<file path="config.mk">
export PLATFORM = sky130hd
export DESIGN_NAME = unidad_carga_almacen
export DESIGN_NICKNAME = d
export VERILOG_FILES = /design/src/rtl/unidad_carga_almacen.sv
export SDC_FILE = /design/constraint.sdc
export NUM_CORES = 1
export LEC_CHECK = 0
export CORE_AREA = 8 8 78 80
export CTS_CLUSTER_DIAMETER = 150
export DETAILED_ROUTE_END_ITERATION = 6
export DIE_AREA = 0 0 86 88
export PLACE_DENSITY = 0.79
export RECOVER_POWER = 25
export SYNTH_ARGS = -nofsm -noshare
export SYNTH_HDL_FRONTEND = slang
export SYNTH_SLANG_ARGS = --single-unit
</file>
<file path="constraint.sdc">
create_clock -name clk -period 1.7 [get_ports clk]
set_input_delay 0.17 -clock clk [delete_from_list [all_inputs] [get_ports clk]]
set_output_delay 0.17 -clock clk [all_outputs]
set_load 0.01 [all_outputs]
</file>
<file path="src/rtl/unidad_carga_almacen.sv">
// Load/store unit in front of the 256x11 data memory: LOAD, STORE and optional block COPY.
// Optional feature macro: LSU_COPY_EN enables op 11 (COPY) with its states and registers.
module unidad_carga_almacen #(
    parameter int unsigned AW = 8,
    parameter int unsigned DW = 11
) (
    input  logic          clk,
    input  logic          rst,
    input  logic          req_valid,
    output logic          req_ready,
    input  logic [1:0]    req_op,
    input  logic [AW-1:0] req_base,
    input  logic [AW-1:0] req_off,
    input  logic [DW-1:0] req_data,
    input  logic [AW-1:0] req_dst,
    input  logic [AW-1:0] req_len,
    output logic          rsp_valid,
    output logic [DW-1:0] rsp_data,
    output logic          rsp_err,
    output logic          busy,
    output logic [AW-1:0] mem_addr,
    output logic [DW-1:0] mem_din,
    output logic          mem_we,
    input  logic [DW-1:0] mem_dout
);

    localparam logic [1:0] OP_LOAD  = 2'b01;
    localparam logic [1:0] OP_STORE = 2'b10;
    localparam logic [1:0] OP_COPY  = 2'b11;

`ifdef LSU_COPY_EN
    typedef enum logic [2:0] {ST_IDLE, ST_LOAD, ST_STORE, ST_COPY_RD, ST_COPY_WR} state_t;
`else
    typedef enum logic [1:0] {ST_IDLE, ST_LOAD, ST_STORE} state_t;
`endif

    state_t        r_state;
    state_t        w_state_nxt;
    logic [AW-1:0] r_eff;
    logic [DW-1:0] r_data;
    logic          r_rsp_valid;
    logic          r_rsp_err;
    logic [DW-1:0] r_rsp_data;
    logic          w_accept;
    logic          w_illegal;
    logic [AW-1:0] w_eff;

`ifdef LSU_COPY_EN
    logic [AW-1:0] r_src;
    logic [AW-1:0] r_dst;
    logic [AW-1:0] r_cnt;
    logic [DW-1:0] r_buf;
    logic          w_copy_empty;

    assign w_illegal    = (req_op == 2'b00);
    assign w_copy_empty = (req_op == OP_COPY) && (req_len == '0);
`else
    logic w_unused_copy;

    // Without COPY, op 11 is illegal and the copy operands are ignored.
    assign w_illegal     = (req_op == 2'b00) || (req_op == OP_COPY);
    assign w_unused_copy = ^{req_dst, req_len};
`endif

    assign req_ready = (r_state == ST_IDLE) && !rst;
    assign w_accept  = req_valid && req_ready;
    assign w_eff     = req_base + req_off;
    assign busy      = (r_state != ST_IDLE);
    assign rsp_valid = r_rsp_valid;
    assign rsp_data  = r_rsp_data;
    assign rsp_err   = r_rsp_err;

    // State register.
    always_ff @(posedge clk) begin
        if (rst) begin
            r_state <= ST_IDLE;
        end else begin
            r_state <= w_state_nxt;
        end
    end

    // Next state and memory port drive; memory signals depend only on registered state.
    always_comb begin
        w_state_nxt = r_state;
        mem_addr    = '0;
        mem_din     = '0;
        mem_we      = 1'b0;
        case (r_state)
            ST_IDLE: begin
                if (w_accept) begin
                    case (req_op)
                        OP_LOAD:  w_state_nxt = ST_LOAD;
                        OP_STORE: w_state_nxt = ST_STORE;
`ifdef LSU_COPY_EN
                        OP_COPY:  w_state_nxt = (req_len != '0) ? ST_COPY_RD : ST_IDLE;
`endif
                        default:  w_state_nxt = ST_IDLE;
                    endcase
                end
            end
            ST_LOAD: begin
                mem_addr    = r_eff;
                w_state_nxt = ST_IDLE;
            end
            ST_STORE: begin
                mem_addr    = r_eff;
                mem_din     = r_data;
                mem_we      = 1'b1;
                w_state_nxt = ST_IDLE;
            end
`ifdef LSU_COPY_EN
            ST_COPY_RD: begin
                mem_addr    = r_src;
                w_state_nxt = ST_COPY_WR;
            end
            ST_COPY_WR: begin
                mem_addr    = r_dst;
                mem_din     = r_buf;
                mem_we      = 1'b1;
                w_state_nxt = (r_cnt == AW'(1)) ? ST_IDLE : ST_COPY_RD;
            end
`endif
            default: w_state_nxt = ST_IDLE;
        endcase
    end

    // Operand latches and response register; reset drops any in-flight response.
    always_ff @(posedge clk) begin
        if (rst) begin
            r_eff       <= '0;
            r_data      <= '0;
            r_rsp_valid <= 1'b0;
            r_rsp_err   <= 1'b0;
            r_rsp_data  <= '0;
`ifdef LSU_COPY_EN
            r_src       <= '0;
            r_dst       <= '0;
            r_cnt       <= '0;
            r_buf       <= '0;
`endif
        end else begin
            r_rsp_valid <= 1'b0;
            case (r_state)
                ST_IDLE: begin
                    if (w_accept) begin
                        r_eff  <= w_eff;
                        r_data <= req_data;
`ifdef LSU_COPY_EN
                        r_src  <= w_eff;
                        r_dst  <= req_dst;
                        r_cnt  <= req_len;
                        if (w_copy_empty) begin
                            r_rsp_valid <= 1'b1;
                            r_rsp_err   <= 1'b0;
                            r_rsp_data  <= '0;
                        end
`endif
                        if (w_illegal) begin
                            r_rsp_valid <= 1'b1;
                            r_rsp_err   <= 1'b1;
                            r_rsp_data  <= '0;
                        end
                    end
                end
                ST_LOAD: begin
                    r_rsp_valid <= 1'b1;
                    r_rsp_err   <= 1'b0;
                    r_rsp_data  <= mem_dout;
                end
                ST_STORE: begin
                    r_rsp_valid <= 1'b1;
                    r_rsp_err   <= 1'b0;
                    r_rsp_data  <= r_data;
                end
`ifdef LSU_COPY_EN
                ST_COPY_RD: begin
                    r_buf <= mem_dout;
                end
                ST_COPY_WR: begin
                    r_src <= r_src + AW'(1);
                    r_dst <= r_dst + AW'(1);
                    r_cnt <= r_cnt - AW'(1);
                    if (r_cnt == AW'(1)) begin
                        r_rsp_valid <= 1'b1;
                        r_rsp_err   <= 1'b0;
                        r_rsp_data  <= r_buf;
                    end
                end
`endif
                default: ;
            endcase
        end
    end

endmodule

</file>
==> report_table.html <==
<table>
<tr><th>Metric</th><th>Value</th></tr>
<tr><th colspan="2">Outcome</th></tr>
<tr><td>Status</td><td>finished clean</td></tr>
<tr><th colspan="2">Floorplan</th></tr>
<tr><td>Count of standard-cell rows</td><td>26</td></tr>
<tr><td>Initial Utilization</td><td>39.3%</td></tr>
<tr><td>Die Footprint</td><td>7570 sq um</td></tr>
<tr><td>Placeable core region</td><td>4910 sq um</td></tr>
<tr><td>Die Ht</td><td>88 um</td></tr>
<tr><td>Overall die width</td><td>86 um</td></tr>
<tr><td>Io pins</td><td>94</td></tr>
<tr><th colspan="2">Pwr</th></tr>
<tr><td>Largest voltage drop on the vdd net</td><td>0.000445 V</td></tr>
<tr><td>Leakage component of the power</td><td>1.52 nW</td></tr>
<tr><td>Power share of the combinational group</td><td>21.5%</td></tr>
<tr><td>Sequential share of power</td><td>38.0%</td></tr>
<tr><td>Clock network fraction of design power</td><td>40.5%</td></tr>
<tr><td>Cell Pwr Density</td><td>739 nW/um^2</td></tr>
<tr><td>Switching Share</td><td>23.7%</td></tr>
<tr><td>P_int</td><td>1.75 mW</td></tr>
<tr><td>Design Power</td><td>2.29 mW</td></tr>
<tr><td>Switching power</td><td>0.544 mW</td></tr>
<tr><th colspan="2">Yosys</th></tr>
<tr><td>Total nets after synthesis</td><td>304</td></tr>
<tr><td>Fraction of synthesized cell area in xor and xnor cells</td><td>0.907%</td></tr>
<tr><td>Count of flip-flops with a built-in enable after synthesis</td><td>0</td></tr>
<tr><td>Top post-synthesis cells by area</td><td>sky130_fd_sc_hd__dfxtp_1 (35%), sky130_fd_sc_hd__ha_1 (8.4%), sky130_fd_sc_hd__nand3_1 (7.8%)</td></tr>
<tr><td>Post-synth top area share</td><td>35.2%</td></tr>
<tr><td>Top_reg_cell synth</td><td>sky130_fd_sc_hd__dfxtp_1</td></tr>
<tr><td>Post-synthesis adder-cell area fraction</td><td>9.46%</td></tr>
<tr><td>Share of synthesized area spent on multiplexers</td><td>1.55%</td></tr>
<tr><td>Number of storage elements in the synthesis netlist</td><td>34</td></tr>
<tr><td>Library cell with the highest instance count after synthesis</td><td>sky130_fd_sc_hd__dfxtp_1</td></tr>
<tr><td>Total of warnings raised by yosys</td><td>0</td></tr>
<tr><td>Post-Synth Simple-Gate Area</td><td>29.3%</td></tr>
<tr><td>Netlist area before placement</td><td>1930 sq um</td></tr>
<tr><td>Fraction of the mapped netlist area in compound gates</td><td>17.3%</td></tr>
<tr><td>Cell count after synthesis</td><td>231</td></tr>
<tr><td>Proportion of synthesized flip-flops having asynchronous set or reset</td><td>0%</td></tr>
<tr><td>Average instance area after synthesis</td><td>8.36 sq um</td></tr>
<tr><td>Share of synthesized area occupied by flip-flops and latches</td><td>35.2%</td></tr>
<tr><td>Synth area leader</td><td>sky130_fd_sc_hd__dfxtp_1</td></tr>
<tr><td>Count of cell types in the netlist</td><td>42</td></tr>
<tr><td>Combinational family with the most area after synthesis</td><td>simple AND/OR/NAND/NOR gates</td></tr>
<tr><td>Top cells by instance count after synthesis</td><td>sky130_fd_sc_hd__dfxtp_1 (34), sky130_fd_sc_hd__nand3_1 (30), sky130_fd_sc_hd__nand2_1 (28), sky130_fd_sc_hd__and2_1 (19)</td></tr>
<tr><th colspan="2">Setup path</th></tr>
<tr><td>Delay of the slowest cell on the worst path</td><td>0.47 ns</td></tr>
<tr><td>Number of buffer and inverter stages on the critical path</td><td>2</td></tr>
<tr><td>Type of element capturing the critical path</td><td>flip-flop</td></tr>
<tr><td>Slowest cell on the critical path</td><td>sky130_fd_sc_hd__clkdlybuf4s50_1</td></tr>
<tr><td>List of cells traversed by the critical path</td><td>clkdlybuf4s50_1 -&gt; ha_2 -&gt; inv_1 -&gt; fa_2 -&gt; nor2b_1 -&gt; o31a_1 -&gt; a211oi_1 -&gt; a31o_2</td></tr>
<tr><td>Kind of launch point of the worst setup path</td><td>input pin</td></tr>
<tr><td>Required time at the endpoint of the critical path</td><td>1.89 ns</td></tr>
<tr><td>WS Path Type</td><td>input pin to flip-flop</td></tr>
<tr><td>WP data arrival</td><td>1.82 ns</td></tr>
<tr><td>Critical path's top delay family</td><td>buffers and inverters</td></tr>
<tr><td>Critical Path Fanout Max</td><td>3</td></tr>
<tr><th colspan="2">Job</th></tr>
<tr><td>Number of max-cap violations</td><td>0</td></tr>
<tr><th colspan="2">STA</th></tr>
<tr><td>Final setup violation count</td><td>0</td></tr>
<tr><td>Worst rel slew slack</td><td>70.8%</td></tr>
<tr><td>TNS Setup</td><td>0 ns</td></tr>
<tr><td>Setup clock skew after layout</td><td>0.00527 ns</td></tr>
<tr><td>Shortest clock period the worst path allows after layout</td><td>1.64 ns</td></tr>
<tr><td>Final hold slack</td><td>0.414 ns</td></tr>
<tr><td>Final Slew Violations</td><td>0</td></tr>
<tr><td>Setup slack of the critical path after layout</td><td>0.0640 ns</td></tr>
<tr><td>Unrepaired setup endpoints after global routing</td><td>false</td></tr>
<tr><td>Final worst path period share</td><td>96.2%</td></tr>
<tr><td>Pin slew with the least headroom to its limit</td><td>0.438 ns</td></tr>
<tr><td>Peak Freq</td><td>611 MHz</td></tr>
<tr><td>Hold Fails Final Rpt</td><td>0</td></tr>
<tr><th colspan="2">Clock tree</th></tr>
<tr><td>Clock Tree Root</td><td>sky130_fd_sc_hd__clkbuf_8</td></tr>
<tr><td>Total of hold buffers inserted after clock tree synthesis</td><td>0</td></tr>
<tr><td>Insertion delay of the later-clocked pin in the worst-skew pair</td><td>0.29 ns</td></tr>
<tr><td>Max Buffers Root-to-Sink</td><td>2</td></tr>
<tr><td>CTS clock-pin slew for the worst setup and hold paths</td><td>0.07 ns</td></tr>
<tr><td>CTS Buf Count</td><td>5</td></tr>
<tr><td>Clock tree from TritonCTS</td><td>done</td></tr>
<tr><td>H-tree depth</td><td>2</td></tr>
<tr><td>Total clock sinks</td><td>34</td></tr>
<tr><th colspan="2">Global routing</th></tr>
<tr><td>Total Routing Usage GR</td><td>15.7%</td></tr>
<tr><td>Number of global-route vias before repair</td><td>2032</td></tr>
<tr><td>Number of antenna violations at the first check in global routing</td><td>0</td></tr>
<tr><td>Most crowded layer after global routing</td><td>met2</td></tr>
<tr><td>Met1 Track Usage GR</td><td>17.1%</td></tr>
<tr><td>GR Overflow Total</td><td>0</td></tr>
<tr><td>GR met2 Demand/Resource</td><td>27.9%</td></tr>
<tr><td>Met3 GRT Util</td><td>4.60%</td></tr>
<tr><td>Wire length of the first global-routing pass</td><td>9540 um</td></tr>
<tr><td>Largest net degree at the start of global routing</td><td>25</td></tr>
<tr><th colspan="2">Finish</th></tr>
<tr><td>Post-layout nets</td><td>405</td></tr>
<tr><td>Share of the core filled with cells</td><td>63.1%</td></tr>
<tr><td>Share of layout cells above drive strength 1</td><td>16.5%</td></tr>
<tr><td>Layout-stage area growth over the synthesis result</td><td>60.6%</td></tr>
<tr><td>Number of antenna repair diodes</td><td>0</td></tr>
<tr><th colspan="2">Route</th></tr>
<tr><td>Number of search-and-repair iterations in the first detailed-routing pass</td><td>4</td></tr>
<tr><td>Vias</td><td>1963</td></tr>
<tr><td>Post-detailed-route wirelength per cell</td><td>14.6 um</td></tr>
<tr><td>Violation count after the first detailed-route iteration</td><td>82</td></tr>
<tr><td>Number of vias per cell after detailed routing</td><td>4.87</td></tr>
<tr><td>DRC</td><td>0</td></tr>
<tr><td>Antenna Violating Nets Remaining</td><td>0</td></tr>
<tr><td>Final wirelength</td><td>5880 um</td></tr>
<tr><th colspan="2">Placement</th></tr>
<tr><td>Final weighted congestion in routability-driven placement</td><td>0.822</td></tr>
<tr><td>Total half-perimeter wirelength after legalization and detailed placement</td><td>4470 um</td></tr>
<tr><td>Number of port buffers</td><td>77</td></tr>
<tr><td>Setup slack after placement</td><td>-0.275 ns</td></tr>
<tr><th colspan="2">Min path</th></tr>
<tr><td>Class of the worst hold path</td><td>input pin to flip-flop</td></tr>
</table>
## state kept, by name, summed over array words and instances, names as in the netlist
signal and count:
rsp_valid 1, r_data 11, r_state 2, r_eff 8, rsp_data 11, rsp_err 1
## path summary, 6_finish.rpt
path / depth (start not counted) / to / slack, ns / startpoint
worst max register to register: 6 / r_eff[5] / 0.17 / r_state[1]
worst min-delay path: 3 / r_data[0] / 0.41 / req_data[0]
worst min register to register: 2 / r_data[10] / 0.45 / r_data[10]
worst max-delay path: 8 / r_eff[4] / 0.06 / req_base[0]
## kinds of logic (layout without fill, tap and decap cells)
logic type / after synthesis / count (layout)
compound gates: 47 / 47
xor+xnor: 2 / 2
fa+ha+maj: 14 / 14
buf+inv: 25 / 127
flops: 34 / 34
mux: 3 / 3
simple gates: 106 / 106
## layer usage
layer	up-vias	share of wire (%)	routed length [um]
li1	995	-	-
met2	65	51	3020
met1	893	40	2340
met4	0	1.9	110
met5	-	0	0
met3	10	7.0	409
## cells in the final DEF, fill, tap and decap left out, types with 3 or more instances in the layout
| cell | count |
|---|---|
| sky130_fd_sc_hd__a21o_1 | 12 |
| sky130_fd_sc_hd__dlygate4sd3_1 | 13 |
| sky130_fd_sc_hd__clkdlybuf4s50_1 | 42 |
| sky130_fd_sc_hd__dlygate4sd2_1 | 16 |
| sky130_fd_sc_hd__clkbuf_8 | 6 |
| sky130_fd_sc_hd__inv_1 | 10 |
| sky130_fd_sc_hd__dfxtp_1 | 32 |
| sky130_fd_sc_hd__a21oi_1 | 13 |
| sky130_fd_sc_hd__nand3_1 | 30 |
| sky130_fd_sc_hd__nor2_1 | 6 |
| sky130_fd_sc_hd__nand2_1 | 28 |
| sky130_fd_sc_hd__ha_1 | 10 |
| sky130_fd_sc_hd__buf_4 | 28 |
| sky130_fd_sc_hd__mux2i_1 | 3 |
| sky130_fd_sc_hd__and2_1 | 19 |
| sky130_fd_sc_hd__o21ai_0 | 5 |
| sky130_fd_sc_hd__nand2b_1 | 11 |
| sky130_fd_sc_hd__a211oi_1 | 4 |
| sky130_fd_sc_hd__clkbuf_2 | 4 |
## worst min-delay path, delay by kind of cell
family,cells,cell delay (ns)
buf+inv,1,0.39
simple gates,2,0.09
## power groups by stage
stage	Sequential (mW)	Clock, mW	Combinational, mW
2_1_floorplan	0.885	0	0.241
3_3_place_gp	0.887	0	0.479
3_5_place_dp	0.889	0	0.486
4_1_cts	0.870	0.950	0.498
5_1_grt	0.876	0.981	0.539
6_report	0.870	0.929	0.493
## timing repair
item | CTS | global route
gates resized for setup | 35 | 9
setup endpoints to repair | 22 | 8
buffers inserted | 4 | 0
pin swaps | 2 | 1
## metrics by stage
step                      instances  area, sq um
after floorplan                 231         1930
after global placement          391         2920
after detailed placement        391         2920
after CTS                       403         3110
after global routing            403         3100
final                           403         3100
## layout make-up
class / count / area [sq um]
fillers: 429 / 1810
clock buffers: 6 / 82.6
multi-input cells: 172 / 1160
flip-flops and latches: 34 / 686
inverters: 12 / 45.0
repair buffers: 107 / 981
clock inverters: 2 / 60.1
well taps: 70 / 87.6
Power figures use the tool's default switching activity.
